**config.mk**
```make
export PLATFORM = sky130hd
export DESIGN_NAME = setting_input_ctrl
export DESIGN_NICKNAME = d
export VERILOG_FILES = /design/src/rtl/setting_pkg.sv /design/src/rtl/key_debounce.sv /design/src/rtl/setting_input_ctrl.sv
export SDC_FILE = /design/constraint.sdc
export NUM_CORES = 1
export LEC_CHECK = 0
export CAP_MARGIN = 20
export CORE_ASPECT_RATIO = 0.9
export CORE_MARGIN = 4
export CORE_UTILIZATION = 55
export CTS_CLUSTER_DIAMETER = 200
export DETAILED_ROUTE_END_ITERATION = 6
export PLACE_DENSITY_LB_ADDON = 0.05
export REMOVE_ABC_BUFFERS = 1
export SYNTH_ARGS = -nofsm -noshare
export SYNTH_HDL_FRONTEND = slang
export SYNTH_SLANG_ARGS = --single-unit
```
**constraint.sdc**
```tcl
create_clock -name clk_1khz -period 5.4 [get_ports clk_1khz]
set_clock_uncertainty 0.2 [all_clocks]
set_input_delay 1.62 -clock clk_1khz [delete_from_list [all_inputs] [get_ports clk_1khz]]
set_output_delay 1.62 -clock clk_1khz [all_outputs]
set_load 0.05 [all_outputs]
```
**src/rtl/setting_pkg.sv**
```systemverilog
// Shared types and constants for the panel-button / time-setting front end.
// Holds the setting FSM state type, the default timing constants (1 cycle = 1 ms
// at clk_1khz) and a helper that sizes the debounce and hold counters.
package setting_pkg;

  typedef enum logic {
    IDLE = 1'b0,
    EDIT = 1'b1
  } state_e;

  localparam int unsigned N_DIGITS_DEF    = 6;
  localparam int unsigned DEBOUNCE_MS_DEF = 20;
  localparam int unsigned LONG_MS_DEF     = 1000;
  localparam int unsigned REPEAT_MS_DEF   = 250;

  // Bits needed to hold values 0..max_val.
  function automatic int unsigned cnt_width(input int unsigned max_val);
    return (max_val < 2) ? 1 : $clog2(max_val + 1);
  endfunction

  localparam int unsigned DEBOUNCE_CNT_W = cnt_width(DEBOUNCE_MS_DEF);
  localparam int unsigned HOLD_CNT_W     = cnt_width(LONG_MS_DEF);

endpackage

```
**src/rtl/key_debounce.sv**
```systemverilog
// One panel button: 2-FF synchronizer, optional inversion, debounce counter and
// rising-edge detector on the accepted level.
// Ports:
//   clk_1khz   - 1 kHz clock
//   switch_clr - asynchronous active-low reset
//   key_raw    - button pin (asynchronous)
//   level      - debounced (accepted) level, active-high
//   press      - one-cycle pulse on an accepted 0->1 transition
module key_debounce
  import setting_pkg::*;
#(
  parameter int unsigned DEBOUNCE_MS = DEBOUNCE_MS_DEF,
  parameter bit          INVERT      = 1'b0
) (
  input  logic clk_1khz,
  input  logic switch_clr,
  input  logic key_raw,
  output logic level,
  output logic press
);

  localparam int unsigned CntW = cnt_width(DEBOUNCE_MS);

  logic            sync1_q, sync2_q;
  logic            key_s;
  logic [CntW-1:0] cnt_q, cnt_d;
  logic            level_q, level_d;
  logic            prev_q;

  // Synchronizer resets to the pin's idle value so reset never looks like a press.
  always_ff @(posedge clk_1khz or negedge switch_clr) begin
    if (!switch_clr) begin
      sync1_q <= INVERT;
      sync2_q <= INVERT;
      cnt_q   <= '0;
      level_q <= 1'b0;
      prev_q  <= 1'b0;
    end else begin
      sync1_q <= key_raw;
      sync2_q <= sync1_q;
      cnt_q   <= cnt_d;
      level_q <= level_d;
      prev_q  <= level_q;
    end
  end

  assign key_s = sync2_q ^ INVERT;

  // Count consecutive samples disagreeing with the accepted level; any agreeing
  // sample restarts the count.
  always_comb begin
    cnt_d   = '0;
    level_d = level_q;
    if (key_s != level_q) begin
      if (cnt_q == CntW'(DEBOUNCE_MS - 1)) begin
        level_d = key_s;
      end else begin
        cnt_d = cnt_q + 1'b1;
      end
    end
  end

  assign level = level_q;
  assign press = level_q & ~prev_q;

endmodule

```
**src/rtl/setting_input_ctrl.sv**
```systemverilog
// Time-setting input controller: conditions the three panel buttons, runs the
// button_1 auto-repeat and the IDLE/EDIT cursor FSM.
// Ports:
//   clk_1khz       - 1 kHz clock (1 cycle = 1 ms)
//   switch_clr     - asynchronous active-low reset
//   button_1       - increment button, active-high
//   button_2       - cursor-advance button, active-high
//   button_3_raw   - clear button, active-low at the pin
//   switch_setting - edit-mode enable level
//   flicker_mask   - one-hot cursor while editing, else 0 (bit i blanks digit i+1)
//   cursor         - selected digit
//   inc_pulse      - one-cycle increment for digit `cursor`
//   clr_pulse      - one-cycle clear for digit `cursor`
//   edit_active    - high while in EDIT
module setting_input_ctrl
  import setting_pkg::*;
#(
  parameter int unsigned DEBOUNCE_MS = DEBOUNCE_MS_DEF,
  parameter int unsigned LONG_MS     = LONG_MS_DEF,
  parameter int unsigned REPEAT_MS   = REPEAT_MS_DEF,
  parameter int unsigned N_DIGITS    = N_DIGITS_DEF
) (
  input  logic                clk_1khz,
  input  logic                switch_clr,
  input  logic                button_1,
  input  logic                button_2,
  input  logic                button_3_raw,
  input  logic                switch_setting,
  output logic [N_DIGITS-1:0] flicker_mask,
  output logic [2:0]          cursor,
  output logic                inc_pulse,
  output logic                clr_pulse,
  output logic                edit_active
);

  localparam int unsigned HoldW = cnt_width(LONG_MS);

  logic b1_level, b1_press;
  logic b2_level, b2_press;
  logic b3_level, b3_press;
  logic unused_levels;

  key_debounce #(.DEBOUNCE_MS(DEBOUNCE_MS), .INVERT(1'b0)) u_key_1 (
    .clk_1khz  (clk_1khz),
    .switch_clr(switch_clr),
    .key_raw   (button_1),
    .level     (b1_level),
    .press     (b1_press)
  );

  key_debounce #(.DEBOUNCE_MS(DEBOUNCE_MS), .INVERT(1'b0)) u_key_2 (
    .clk_1khz  (clk_1khz),
    .switch_clr(switch_clr),
    .key_raw   (button_2),
    .level     (b2_level),
    .press     (b2_press)
  );

  key_debounce #(.DEBOUNCE_MS(DEBOUNCE_MS), .INVERT(1'b1)) u_key_3 (
    .clk_1khz  (clk_1khz),
    .switch_clr(switch_clr),
    .key_raw   (button_3_raw),
    .level     (b3_level),
    .press     (b3_press)
  );

  assign unused_levels = b2_level ^ b3_level;

  logic                set_s1_q, set_s2_q;
  logic [HoldW-1:0]    hold_q, hold_d;
  logic                rep_evt;
  state_e              state_q, state_d;
  logic [2:0]          cursor_q, cursor_d;
  logic                adv_q, adv_d;
  logic                inc_q, inc_d;
  logic                clr_q, clr_d;
  logic [N_DIGITS-1:0] flicker_q, flicker_d;

  always_ff @(posedge clk_1khz or negedge switch_clr) begin
    if (!switch_clr) begin
      set_s1_q  <= 1'b0;
      set_s2_q  <= 1'b0;
      hold_q    <= '0;
      state_q   <= IDLE;
      cursor_q  <= '0;
      adv_q     <= 1'b0;
      inc_q     <= 1'b0;
      clr_q     <= 1'b0;
      flicker_q <= '0;
    end else begin
      set_s1_q  <= switch_setting;
      set_s2_q  <= set_s1_q;
      hold_q    <= hold_d;
      state_q   <= state_d;
      cursor_q  <= cursor_d;
      adv_q     <= adv_d;
      inc_q     <= inc_d;
      clr_q     <= clr_d;
      flicker_q <= flicker_d;
    end
  end

  // Hold counter: 1 on the cycle after the press, repeat event when it reaches
  // LONG_MS, then reloaded so it hits LONG_MS again every REPEAT_MS cycles. It
  // never exceeds LONG_MS, so it cannot wrap however long the button is held.
  always_comb begin
    hold_d  = hold_q;
    rep_evt = 1'b0;
    if (!b1_level) begin
      hold_d = '0;
    end else if (b1_press) begin
      hold_d = HoldW'(1);
    end else if (hold_q == HoldW'(LONG_MS)) begin
      rep_evt = 1'b1;
      hold_d  = HoldW'(LONG_MS - REPEAT_MS + 1);
    end else if (hold_q != '0) begin
      hold_d = hold_q + 1'b1;
    end
  end

  // A cursor advance is held back one cycle in adv_q so that a pulse issued in
  // the same slot is presented alongside the pre-advance cursor.
  always_comb begin
    state_d  = state_q;
    cursor_d = cursor_q;
    adv_d    = 1'b0;
    inc_d    = 1'b0;
    clr_d    = 1'b0;
    unique case (state_q)
      IDLE: begin
        cursor_d = '0;
        if (set_s2_q) state_d = EDIT;
      end
      EDIT: begin
        if (!set_s2_q) begin
          // Leaving edit mode discards any event arriving in the same cycle.
          state_d  = IDLE;
          cursor_d = '0;
        end else begin
          if (adv_q) begin
            cursor_d = (cursor_q == 3'(N_DIGITS - 1)) ? 3'd0 : cursor_q + 3'd1;
          end
          adv_d = b2_press;
          clr_d = b3_press;
          inc_d = (b1_press | rep_evt) & ~b3_press;
        end
      end
      default: begin
        state_d  = IDLE;
        cursor_d = '0;
      end
    endcase
    flicker_d = (state_d == EDIT) ? (N_DIGITS'(1) << cursor_d) : '0;
  end

  assign flicker_mask = flicker_q;
  assign cursor       = cursor_q;
  assign inc_pulse    = inc_q;
  assign clr_pulse    = clr_q;
  assign edit_active  = (state_q == EDIT);

endmodule

```
### Word level (Yosys, flattened, before mapping)

Cells that the tools add are included.

* register bits after elaboration: 52
* latch bits: 0
* memory bits (writable): 0
* memory bits (read-only): 0
* input bits: 6
* output and inout port bits: 12
* logic and storage cells: 79
* memories: 0

* add/subtract/negate cells: 5
* multiply operators: 0
* divide/modulo/power cells: 0
* magnitude comparators: 0
* eq/ne operators: 9
* shift-type cells: 1
* muxes and demuxes: 25
* bitwise logic cells: 11
* reduce and logical (&&, ||, !) cells: 4

Operators with widths (number)
* 2-to-1 mux 10 bit: 4
* 2-to-1 mux 5 bit: 6
* adder 5 x 1 -> 5 bit, second input constant: 3
* == test 5 bit, second input constant: 3
* adder 10 x 1 -> 10 bit, second input constant: 1
* == test 10 bit, second input constant: 1
* 2-to-1 mux 1 bit: 10
* nonzero test 10 bit: 1
* 2-to-1 mux 3 bit: 3
* 2-to-1 mux 6 bit: 1
* inverter 1 bit: 6
* case mux 3 bit (2 select lines): 1
* AND reduction 2 bit: 3
* << shifter 1 x 3 -> 6 bit, first input constant: 1
* AND 1 bit: 4
* != test 4 bit, second input constant: 1
* adder 3 x 1 -> 3 bit, second input constant: 1
* == test 3 bit, second input constant: 1
* != test 1 bit: 3
* OR 1 bit: 1

### Depth between registers and ports, before layout

Gate-level depths: netlist of run 1.

* depth after elaboration: 8
* gate-level depth with buffers: 6
* depth with buffers taken out: 5

### By module

From an unflattened synthesis of run 1, not the netlist that was laid out.

* cells, all modules: 171
* area total of the unflattened synthesis: 2128.3 µm²

By module, submodules not included
* setting_input_ctrl: instances 1, cells an instance 93, area an instance 1064.8 µm², sequential area each 625.6 µm²
* key_debounce (u_key_1 ...): instances 2, cells an instance 26, area an instance 354.1 µm², sequential area each 225.2 µm²
* key_debounce (u_key_3): instances 1, cells an instance 26, area an instance 355.3 µm², sequential area each 227.7 µm²

### Worst setup path after synthesis of run 1

OpenSTA, ideal clock, no wires.

* path type: flip-flop to output port
* from: register cursor_q[1] (netlist: cursor[1])
* to: output port cursor[1]
* data arrival time: 659 ps
* data required time: 3580 ps
* slack: 2921 ps
* cell stages (with the launch flop): 1
* path buffers: 0
* cell sequence: dfrtp_1

RTL lines
* from (decl): line setting_input_ctrl.sv:73 `logic [2:0] cursor_q, cursor_d;`
* from (signal assigned): line setting_input_ctrl.sv:95 `cursor_q <= cursor_d;`
* to (decl): line setting_input_ctrl.sv:30 `output logic [2:0] cursor,`

No word-level cell between the ends.

### Final worst setup path of run 1

* from: register cursor_q[1] (netlist: cursor[1])
* to: output port cursor[1]

No word-level cell between the ends.

==> results.sh, run 1 <==
export IMPL_yosys_most_used_dff="dfrtp_1"
export IMPL_start_util_pct=57.2
export IMPL_hold_path_class="flip-flop to flip-flop"
export IMPL_status="finished clean"
export IMPL_finalHoldViolations=0
export IMPL_final_cell_area_sq_mm=0.00246
export IMPL_switching_share_pct=21.2
export IMPL_numPortBuffers=17
export IMPL_core_sq_mm=0.00370
export IMPL_yosys_warnings=0
export IMPL_seq_area_frac_synth_pct=61.5
export IMPL_viasPerCell=5.53
export IMPL_period_needed_ns=3.42
export IMPL_gp_congestion=0.885
export IMPL_slowest_stage="clkdlybuf4s50_1"
export IMPL_switchingPower_mw=0.147
export IMPL_path_class="flip-flop to primary output"
export IMPL_path_clk_slew_ns=0.09
export IMPL_worst_pin_slew_ns=0.622
export IMPL_cp_max_fo=7
export IMPL_power_density_mw_per_mm2=282
export IMPL_critPathCaptureType="primary output"
export IMPL_clk_latency_ns=0.30
export IMPL_cts_sinks=52
export IMPL_die_area_sq_mm=0.00491
export IMPL_wl_per_cell_um=13.3
export IMPL_final_cell_mix="dfrtp_1, clkdlybuf4s50_1, nor2_1"
export IMPL_cts_tree="done"
export IMPL_drtIter0Drc=112
export IMPL_cp_start_kind="flip-flop"
export IMPL_final_common_cell="dfrtp_1"
export IMPL_setup_viol=0
export IMPL_grt_setup_unrepaired="false"
export IMPL_cts_root_buf="clkbuf_8"
export IMPL_path_cells="clkdlybuf4s50_1"
export IMPL_routed_wl_um=3280
export IMPL_grt_max_degree=53
export IMPL_cap_viol_max_count=0
export IMPL_dpl_cell_area_sq_mm=0.00235
export IMPL_synth_cells=176
export IMPL_numCtsBuffers=5
export IMPL_p_seq_share_pct=58.5
export IMPL_grt_pass1_wl_um=5820
export IMPL_ant_nets=0
export IMPL_overflow=0
export IMPL_synth_seq_cells=52
export IMPL_period_share_pct=63.3
export IMPL_irDropWorstVdd_v=0.000195
export IMPL_slew_viol_final=0
export IMPL_grtUsageTotal_pct=15.6
export IMPL_htreeDepth=2
export IMPL_yosys_area_top_type="dfrtp_1"
export IMPL_antenna_found_initial=0
export IMPL_placement_rows=21
export IMPL_drtPass1Iterations=4
export IMPL_area_growth_pct=15.9
export IMPL_drc_errors=0
export IMPL_nets=211
export IMPL_die_w_um=73.5
export IMPL_slew_headroom_pct=58.5
export IMPL_drive_above_1_share_pct=8.96
export IMPL_avgSynthCellArea_sq_um=12.0
export IMPL_cpPeakStageDelay_ns=0.84
export IMPL_p_int_mw=0.547
export IMPL_die_h_um=66.9
export IMPL_clkPwrFrac_pct=37.5
export IMPL_ys_types=39
export IMPL_synth_edff_count=0
export IMPL_synthTopCellsByArea="dfrtp_1, xor2_1, ha_1"
export IMPL_required_ns=3.58
export IMPL_hold_path_depth=0
export IMPL_dp_hpwl_um=2310
export IMPL_fmax_mhz=293
export IMPL_cts_hold_repair_buffers=0
export IMPL_cp_arrival_ns=1.60
export IMPL_p_leak_nw=1.10
export IMPL_antenna_cells=0
export IMPL_num_vias=1365
export IMPL_power_frac_comb_pct=4.0
export IMPL_reg2reg_depth=5
export IMPL_synth_area_sq_mm=0.00212
export IMPL_cts_resized=0
export IMPL_ios=18
export IMPL_cts_setup_buffers=0
export IMPL_cts_buffer_depth=2
export IMPL_first_global_vias=1294
export IMPL_cp_num_buf_inv=1
export IMPL_cp_depth=1
export IMPL_setup_tns_ns=0
export IMPL_critical_path_top_delay_family="buffers and inverters"
export IMPL_ys_async_sr_fraction_pct=100
export IMPL_synth_top_area_share_pct=59.0
[power by group through the flow]
stage | Combinational (mW) | Sequential, mW | Clock [mW]
2_1_floorplan | 0.0115 | 0.415 | 0
3_3_place_gp | 0.0281 | 0.413 | 0
3_5_place_dp | 0.0288 | 0.413 | 0
4_1_cts | 0.0290 | 0.406 | 0.268
5_1_grt | 0.0321 | 0.407 | 0.286
6_report | 0.0279 | 0.406 | 0.260
[synth_stat cells, types with 3 or more instances]
cell type and instances:
dfrtp_1 50, nor2_1 14, a21oi_1 9, inv_1 9, nand2_1 9, nand3_1 9, xor2_1 9, o31ai_1 7
nor3_1 6, ha_1 5, xnor2_1 5, or3_1 4, o21ai_0 3
[final timing paths]
check | start | end | slack (ns)
max | cursor[1] | cursor[1] | 1.98
min | u_key_2.sync1_q | u_key_2.key_s | 0.16
max reg2reg | hold_q[0] | hold_q[1] | 3.32
min reg2reg | u_key_2.sync1_q | u_key_2.key_s | 0.16
max in group asynchronous | switch_clr | u_key_3.cnt_q[2] | 3.38
min in group asynchronous | switch_clr | flicker_mask[5] | 1.21
[stage by stage]
step	setup WS, ns	power (mW)	utilization [%]	std cells	hold WS, ns
after floorplan	2.92	0.426	-	175	0.131
after global placement	2.35	0.441	63.4	239	0.132
after detailed placement	2.33	0.442	63.4	239	0.143
after CTS	1.98	0.702	66.4	247	0.162
after global routing	1.94	0.726	66.4	247	0.168
final	1.98	0.694	66.4	247	0.160
[registers in the layout, indices dropped and copies added, names as in the netlist, 3 cells and up]
| name | flops |
|---|---|
| hold_q | 10 |
| u_key_2.cnt_q | 5 |
| u_key_1.cnt_q | 5 |
| flicker_mask | 6 |
| cursor | 3 |
| u_key_3.cnt_q | 5 |
[final cells by class]
cell class	count	area, sq um
clock inverters	3	42.5
clock buffers	5	68.8
flip-flops and latches	52	1300
inverters	9	33.8
repair buffers	18	173
multi-input cells	114	779
fillers	265	1250
well taps	46	57.6
[metal layers]
layer	routed length (um)	track usage, %	part of all wire (%)
met2	1500	23.3	46
met3	143	4.07	4.4
met4	71	8.60	2.2
met5	0	0	0
met1	1560	20.6	48
[cell families (layout without fill, tap and decap cells)]
| group | Yosys count | in the layout | synth area share, % |
|---|---|---|---|
| muxes | 2 | 2 | 1.06 |
| AOI/OAI and AO/OA | 30 | 30 | 10.4 |
| and+or+nand+nor | 63 | 63 | 16.5 |
| DFF | 52 | 52 | 61.5 |
| buffers and inverters | 10 | 35 | 1.77 |
| adders and majority gates | 5 | 5 | 2.95 |
| xor gates and xnor gates | 14 | 14 | 5.78 |
Note: power is estimated with default switching activity, not from simulation.
==> inputs of run 2 (changes only) <==
==> constraint.sdc (replaced) <==
create_clock -name clk_1khz -period 3.2 [get_ports clk_1khz]
set_clock_uncertainty 0.2 [all_clocks]
set_input_delay 0.96 -clock clk_1khz [delete_from_list [all_inputs] [get_ports clk_1khz]]
set_output_delay 0.96 -clock clk_1khz [all_outputs]
set_load 0.05 [all_outputs]
==> results of run 2 <==
Same layout as run 1 (identical final DEF). Status: finished clean.
Main changes from that run: final weighted congestion in routability-driven placement 0.885 -> 0.903; setup slack after placement 2.33 ns -> 0.790 ns; setup slack after layout 1.98 ns -> 0.442 ns; register-to-register setup slack 3.32 ns -> 1.12 ns; total power 0.694 mW -> 1.17 mW; worst IR drop on VDD 0.000195 V -> 0.000328 V
